<file path="src/rtl/csa_resolver.sv">
// Multi-cycle carry-propagate resolver: turns a carry-save (sum, carry) pair into
// its binary total sum + 2*carry, CHUNK bits per clock, with valid/ready on both sides.
module csa_resolver #(
  parameter int WIDTH = 8,
  parameter int CHUNK = 4
) (
  input  logic             clk,
  input  logic             rst,
  input  logic             in_valid,
  output logic             in_ready,
  input  logic [WIDTH-1:0] in_sum,
  input  logic [WIDTH-1:0] in_carry,
  output logic             out_valid,
  input  logic             out_ready,
  output logic [WIDTH+1:0] out_result
);

  localparam int N  = WIDTH / CHUNK;
  localparam int KW = (N > 1) ? $clog2(N) : 1;
  localparam logic [KW-1:0] K_LAST = KW'(N - 1);

  localparam logic [1:0] IDLE    = 2'd0;
  localparam logic [1:0] RESOLVE = 2'd1;
  localparam logic [1:0] DONE    = 2'd2;

  logic [1:0]       state_reg;
  logic [WIDTH-1:0] a_reg;
  logic [WIDTH-1:0] b_reg;
  logic             top_reg;
  logic [KW-1:0]    k_reg;
  logic             c_reg;
  logic [WIDTH-1:0] r_reg;
  logic [WIDTH+1:0] result_reg;

  logic [CHUNK-1:0] a_chunk [N];
  logic [CHUNK-1:0] b_chunk [N];
  logic [CHUNK-1:0] a_sel;
  logic [CHUNK-1:0] b_sel;
  logic [CHUNK:0]   chunk_sum;
  logic [WIDTH-1:0] r_next;
  logic [1:0]       hi_next;

  // Split operands into chunks and splice the freshly resolved chunk into the result.
  generate
    for (genvar gi = 0; gi < N; gi++) begin : g_chunk
      assign a_chunk[gi] = a_reg[gi*CHUNK +: CHUNK];
      assign b_chunk[gi] = b_reg[gi*CHUNK +: CHUNK];
      assign r_next[gi*CHUNK +: CHUNK] = (k_reg == KW'(gi)) ? chunk_sum[CHUNK-1:0]
                                                            : r_reg[gi*CHUNK +: CHUNK];
    end
  endgenerate

  always_comb begin
    a_sel = '0;
    b_sel = '0;
    for (int i = 0; i < N; i++) begin
      if (k_reg == KW'(i)) begin
        a_sel = a_chunk[i];
        b_sel = b_chunk[i];
      end
    end
  end

  assign chunk_sum = {1'b0, a_sel} + {1'b0, b_sel} + {{CHUNK{1'b0}}, c_reg};
  // The carry-vector MSB was shifted out of B, so it re-enters here at weight 2^WIDTH.
  assign hi_next   = {1'b0, chunk_sum[CHUNK]} + {1'b0, top_reg};

  always_ff @(posedge clk) begin
    if (rst) begin
      state_reg  <= IDLE;
      a_reg      <= '0;
      b_reg      <= '0;
      top_reg    <= 1'b0;
      k_reg      <= '0;
      c_reg      <= 1'b0;
      r_reg      <= '0;
      result_reg <= '0;
    end else begin
      case (state_reg)
        IDLE: begin
          if (in_valid) begin
            a_reg     <= in_sum;
            b_reg     <= {in_carry[WIDTH-2:0], 1'b0};
            top_reg   <= in_carry[WIDTH-1];
            k_reg     <= '0;
            c_reg     <= 1'b0;
            state_reg <= RESOLVE;
          end
        end
        RESOLVE: begin
          r_reg <= r_next;
          c_reg <= chunk_sum[CHUNK];
          k_reg <= k_reg + KW'(1);
          if (k_reg == K_LAST) begin
            result_reg <= {hi_next, r_next};
            state_reg  <= DONE;
          end
        end
        DONE: begin
          if (out_ready) state_reg <= IDLE;
        end
        default: state_reg <= IDLE;
      endcase
    end
  end

  assign in_ready   = (state_reg == IDLE) && !rst;
  assign out_valid  = (state_reg == DONE);
  assign out_result = result_reg;

endmodule

</file>
<file path="config.mk">
export PLATFORM = sky130hd
export DESIGN_NAME = csa_resolver
export DESIGN_NICKNAME = d
export VERILOG_FILES = /design/src/rtl/csa_resolver.sv
export SDC_FILE = /design/constraint.sdc
export NUM_CORES = 1
export LEC_CHECK = 0
export CELL_PAD_IN_SITES_DETAIL_PLACEMENT = 1
export CELL_PAD_IN_SITES_GLOBAL_PLACEMENT = 1
export CORE_MARGIN = 1.5
export CORE_UTILIZATION = 25
export CTS_BUF_LIST = sky130_fd_sc_hd__clkbuf_8
export DETAILED_ROUTE_END_ITERATION = 12
export PLACE_DENSITY_LB_ADDON = 0.3
export SKIP_LAST_GASP = 1
export SLEW_MARGIN = 20
export SYNTH_ARGS = -nofsm -noshare
export SYNTH_HDL_FRONTEND = slang
export SYNTH_SLANG_ARGS = --single-unit
</file>
<file path="constraint.sdc">
create_clock -name clk -period 3.4 [get_ports clk]
set_clock_uncertainty 0.15 [all_clocks]
set_input_delay 0.85 -clock clk [delete_from_list [all_inputs] [get_ports clk]]
set_output_delay 0.85 -clock clk [all_outputs]
set_load 0.1 [all_outputs]
</file>
==> key figures, run 1 <==
Status
  • Status: complete, no violations

Layout
  • Area grow syn2layout: 28.2%
  • Nets: roughly 230
  • Ant. Diodes: 0
  • Max reg flops: 10
  • Share of cells above drive strength 1: 16.2%
  • Fill cells: roughly 720

Clocking
  • CTS tree: built
  • CTS resizes: 0
  • Clock Latency Late Sink: 290 ps
  • Number of CTS-inserted buffers: 5
  • Max Root-Sink Buffers: 2
  • H-tree depth: 2
  • Hold buffer count at cts: 0
  • Clk slew on worst S/H paths: ~70 ps
  • TritonCTS Sinks: 34
  • Root Buffer: clkbuf_8
  • Post-CTS setup buffers: 0

Logic synthesis
  • Cell variety after synth: 34
  • Largest cells by area after synthesis: dfxtp_1 44%, nand2_1 12%, a21oi_1 9.1%, mux2_2 4.4%, ha_1 3.3%
  • Synthesis-stage register bit count: 34
  • Syn nets: ~200
  • Syn. warnings: 0
  • Post-Syn Instances: between 150 and 200
  • Leading area contributor after synthesis: dfxtp_1
  • Syn avg cell area: 8.72 um2
  • Seq/Total Area, Yosys: roughly 44%
  • Post-Syn Area: ~1500 um2
  • Yosys top cell area share: ~44%

Timing
  • Setup slack after layout: between 600 and 700 ps
  • Post-Route Setup TNS: 0 ps
  • Peak Freq: between 300 and 400 MHz
  • Post-layout min period: about 2700 ps
  • Final Hold Viols: 0
  • RSZ-0062 raised after global routing: no
  • Final period util: between 70% and 80%
  • Rel. slew slack: about two thirds
  • Slew Viols, Final: 0
  • Tightest Pin Transition: 521 ps
  • Final setup viols: 0
  • Worst hold slack: 304 ps

Worst setup path
  • Type of origin of the critical path: flip-flop
  • RR Startpoint: k_reg
  • Reg-to-reg setup timing slack: just under 700 ps
  • Worst EP arrival: roughly 2800 ps
  • Required @ worst endpoint: between 3000 and 4000 ps
  • RR Endpoint: out_result[8]
  • Setup CP Type: reg -> reg
  • Max incr delay on CP: ~650 ps
  • Critical Path Fanout Max: 12
  • Crit-path slowest cell: dfxtp_1
  • Crit path capture: out_result[8]
  • Worst Setup End Kind: flip-flop
  • Reg2Reg Depth: 9
  • Critical path startpoint: k_reg
  • CP cell instances: mux2i_1 -> fa_1 -> inv_1 -> fa_1 -> a21o_1 -> a21o_1 -> ha_1 -> nand2_1 -> a21oi_1

Drt
  • Routed len/inst: between 10 and 15 um
  • Via Count: between 1000 and 1500
  • WL final: 3630 um
  • DR top layer: met4
  • Initial DRC Count: 37
  • Via density: between 4 and 5
  • ANT nets after route: 0
  • Met3 routed WL: between 100 and 150 um
  • Remaining DRCs: 0
  • DRT met1 WL: around 1700 um
  • Met2 routed WL: between 1500 and 2000 um
  • DRT Pass-1 Iters: 4

Worst hold path
  • Hold-critical path depth: 2
  • Worst Hold Class: reg -> reg

Pwr
  • Total power: 0.949 mW
  • VDD IR max: between 0.00015 and 0.0002 V
  • Lkg Pwr: a little under 0.8 nW
  • Pwr dens: a little under 500 nW/um2

Placed design
  • Routability Congestion: around 0.8
  • HPWL Detailed: 2680 um
  • Port bufs: 31
  • Pre-CTS setup slack: 671 ps

Die
  • IO Pins: 32
  • Die area: 6610 um2
  • Core Area: 5920 um2
  • Rows: 28
  • Die Span Y: a little over 80 um
  • Die Wd: just over 80 um
  • Initial Utilization: ~26%

Global routing
  • Vias in the first global route: around 1200
  • Largest net degree at the start of global routing: 37
  • First-pass GRT wire length: approximately 6000 um
  • Initial antenna violation count: 0
  • Remaining Overflow, GRT: 0
  • GRT Resource Usage Total: between 10% and 20%

Job
  • Max-Cap Viols: 0
## stage by stage
stage / instance area [um2] / cells / utilization [%]
floorplan: 1550 / 176 / -
global placement: 1860 / 271 / 31.4
detailed placement: 1860 / 271 / 31.4
CTS: 1970 / 279 / 33.2
global route: 1970 / 279 / 33.2
finish: 1970 / 279 / 33.2
## routing by layer
| metal | global-route usage (%) | vias up |
|---|---|---|
| met5 | 0 | - |
| met4 | 5.69 | 0 |
| met3 | 3.37 | 8 |
| met2 | 20.2 | 26 |
| met1 | 15.2 | 556 |
| li1 | - | 643 |
## final cells by class
cell class	count	area (um2)	share of cell area, %
Multi-Input combinational cell	126	764	38.9
Sequential cell	34	681	34.6
Timing Repair Buffer	33	308	15.6
Tap cell	75	93.8	4.77
Clock buffer	5	68.8	3.50
Clock inverter	3	40.0	2.04
Inverter	3	11.3	0.573
## cell usage after synthesis, drive strengths merged
cell type / instances
a211oi: 2
a21o: 2
a21oi: 28
a31o: 1
and2: 1
and2b: 1
and3b: 1
buf: 9
clkbuf: 4
dfxtp: 34
fa: 2
ha: 4
inv: 3
mux2: 6
mux2i: 2
nand2: 49
nand2b: 1
nand3: 1
nand3b: 2
nand4: 2
nor2: 7
nor2b: 2
nor3: 1
nor3b: 2
nor4: 1
o21a: 2
o21bai: 1
o221ai: 1
o311ai: 1
or2: 1
or3b: 1
xnor2: 1
## worst min-delay path by stage
stage,from,to
finish,a_reg[6],a_reg[6]
global route,b_reg[4],b_reg[4]
CTS,a_reg[6],a_reg[6]
detailed placement,a_reg[6],a_reg[6]
global placement,a_reg[6],a_reg[6]
floorplan,r_reg[1],out_result[1]
## power breakdown
part	internal, mW	total, mW	switching [mW]
Sequential	0.419	0.438	0.0186
Clock	0.216	0.363	0.147
Combinational	0.0663	0.149	0.0824
## layout by cell type, fill, tap and decap left out
cell	n
nand2_1	49
clkdlybuf4s50_1	19
nand4_1	2
clkinv_2	2
mux2i_1	2
bufinv_16	1
and2_1	1
a31o_2	1
nand2b_1	1
o21a_1	2
buf_4	13
ha_1	4
o21bai_1	1
a21oi_1	28
a211oi_1	2
a21o_1	2
clkbuf_8	5
or2_2	1
dfxtp_1	34
and3b_1	1
nor2b_1	2
nor3_4	1
xnor2_1	1
nor4_1	1
buf_12	1
or3b_1	1
o221ai_1	1
inv_1	3
o311ai_0	1
nand3_1	1
nor3b_4	2
nand3b_1	2
and2b_1	1
fa_1	2
nor2_1	7
mux2_2	6
## cells by family (layout without fill, tap and decap cells)
kind of cell / count (synthesis) / after routing / share of synthesized area, %
flops: 34 / 34 / 44.4
xor+xnor: 1 / 1 / 0.571
fa+ha+maj: 6 / 6 / 5.87
compound gates: 38 / 38 / 14.3
simple gates: 73 / 73 / 22.7
buf+inv: 16 / 44 / 6.52
mux: 8 / 8 / 5.71
## worst max-delay path: cells and delay by family, from the launching register on
kind / cells / cell delay [ps]
adders and majority gates: 3 / 910
muxes: 1 / 330
DFF: 1 / 650
AOI/OAI and AO/OA: 3 / 530
and+or+nand+nor: 1 / 40
buffers and inverters: 1 / 60
Power figures use the tool's default switching activity.
==> run 2: changes to the inputs <==
clock period = 2.3 ns   (was 3.4 ns; I/O delays follow)
==> key figures, run 2 (synthesized netlist as in run 1, its figures left out) <==
Status
  • Status: complete, no violations

Layout
  • Max reg flops: 10
  • Fill cells: about 700
  • Nets: between 200 and 250
  • Ant. Diodes: 0
  • Post-route cell area: between 1500 and 2000 um2
  • Area grow syn2layout: 30.2%
  • Most frequent cells in the layout: 49 x nand2_1, 33 x dfxtp_1, 28 x a21oi_1
  • Share of cells above drive strength 1: 18.8%
  • Most common cell after layout, fill and taps aside: nand2_1

Die
  • Die Span Y: between 80 and 90 um
  • IO Pins: 32
  • Die Wd: 81.3 um
  • Initial Utilization: between 20% and 30%
  • Die area: approximately 6600 um2
  • Rows: 28
  • Core Area: between 5000 and 6000 um2

Placed design
  • Routability Congestion: around 0.77
  • Dpl cell area: 1920 um2
  • HPWL Detailed: approximately 2700 um
  • Port bufs: 31

Global routing
  • First-pass GRT wire length: 6140 um
  • Largest net degree at the start of global routing: 26
  • GRT Resource Usage Total: about an eighth
  • Remaining Overflow, GRT: 0
  • Initial antenna violation count: 0
  • Vias in the first global route: between 1000 and 1500

Worst setup path
  • Crit-path slowest cell: dfxtp_4
  • Critical Path Fanout Max: 5
  • CP bufs+invs: 1
  • Type of origin of the critical path: flip-flop
  • Worst Setup End Kind: flip-flop
  • Setup CP Type: reg -> reg
  • Worst EP arrival: 2320 ps
  • CP cell instances: mux2i_2 -> fa_2 -> inv_1 -> fa_2 -> a21o_1 -> a21o_1 -> ha_1 -> nand2_1 -> a21oi_1
  • Crit-path leading delay family: adder cells
  • Required @ worst endpoint: roughly 2400 ps
  • Max incr delay on CP: about 380 ps

Drt
  • Via Count: 1283
  • Remaining DRCs: 0
  • Via density: 4.53
  • Initial DRC Count: 50
  • ANT nets after route: 0
  • WL final: approximately 3600 um
  • Routed len/inst: roughly 13 um
  • DRT Pass-1 Iters: 4

Pwr
  • Lkg Pwr: just under 0.8 nW
  • Total power: 1.27 mW
  • Pwr dens: around 640 nW/um2
  • VDD IR max: around 0.00027 V

Clocking
  • Hold buffer count at cts: 0
  • Clock Latency Late Sink: between 200 and 300 ps
  • Max Root-Sink Buffers: 2
  • CTS tree: built
  • Number of CTS-inserted buffers: 5
  • Clk slew on worst S/H paths: about 60 ps
  • Root Buffer: clkbuf_8
  • TritonCTS Sinks: 34
  • H-tree depth: 2
  • Post-CTS setup buffers: 0

Timing
  • Tightest Pin Transition: between 500 and 600 ps
  • Final period util: between 90% and 100%
  • Final Hold Viols: 0
  • Post-layout min period: around 2300 ps
  • Rel. slew slack: ~65%
  • Final setup viols: 0
  • Slew Viols, Final: 0
  • Peak Freq: around 440 MHz
  • RSZ-0062 raised after global routing: yes

Worst hold path
  • Worst Hold Class: reg -> reg

Job
  • Max-Cap Viols: 0
## run 2: cell count changes in the layout (fill, tap and decap cells not counted), sizes merged
cell / before / now
bufinv: 1 / 0
clkinv: 2 / 0
inv: 3 / 5
buf: 14 / 19
## run 2: tightest hold or removal path: cells and delay by family (launching register included)
kind	cells	cell delay, ps
AOI/OAI and AO/OA	1	50
DFF	1	310
and+or+nand+nor	1	50
## run 2: timing repair
action / CTS / global route
hold endpoints to repair: 0 / 0
setup endpoints to repair: 0 / 2
gates resized for setup: 0 / 1
## run 2: per-stage QoR
stage	worst slack, ps	utilization [%]	TNS [ps]	std cells	hold WS [ps]
2_1_floorplan	-87.7	-	-87.7	176	281
3_3_place_gp	81.7	32.4	0	276	293
3_5_place_dp	48.6	32.4	0	276	297
4_1_cts	4.37	33.7	0	283	306
5_1_grt	-85.5	33.7	-85.5	283	324
6_report	46.6	33.7	0	283	303
## run 2: area by class of cell
class	instances	area, um2	share of cell area, %
sequential	34	684	34.3
clock buffer	5	68.8	3.45
clock inverter	2	7.51	0.376
tap	75	93.8	4.70
multi-input combinational	126	773	38.7
inverter	3	11.3	0.564
timing repair buffer	38	358	17.9
## run 2: per-layer routing
metal | vias up | wire (um) | track usage, %
met4 | 0 | 95 | 6.21
met3 | 10 | 137 | 3.37
met1 | 589 | 1630 | 15.1
met2 | 32 | 1690 | 19.8
met5 | - | 0 | 0
li1 | 652 | - | -
## run 2: path summary, 6_finish.rpt
check,startpoint,endpoint,slack (ps),cells past startpoint
setup / recovery,k_reg,out_result[8],50,9
hold / removal,b_reg[7],b_reg[7],300,2
setup reg to reg,k_reg,out_result[8],50,9
hold reg to reg,b_reg[7],b_reg[7],300,2
## run 2: power breakdown
part	switching, mW	internal, mW	total [mW]
combinational	0.129	0.110	0.238
sequential	0.0224	0.620	0.642
clock	0.193	0.199	0.392
==> run 3: changes to the inputs <==
GPL_ROUTABILITY_DRIVEN = 0   (was unset)
==> results of run 3 <==
No change in the layout: final DEF, timing and power equal those of run 2.
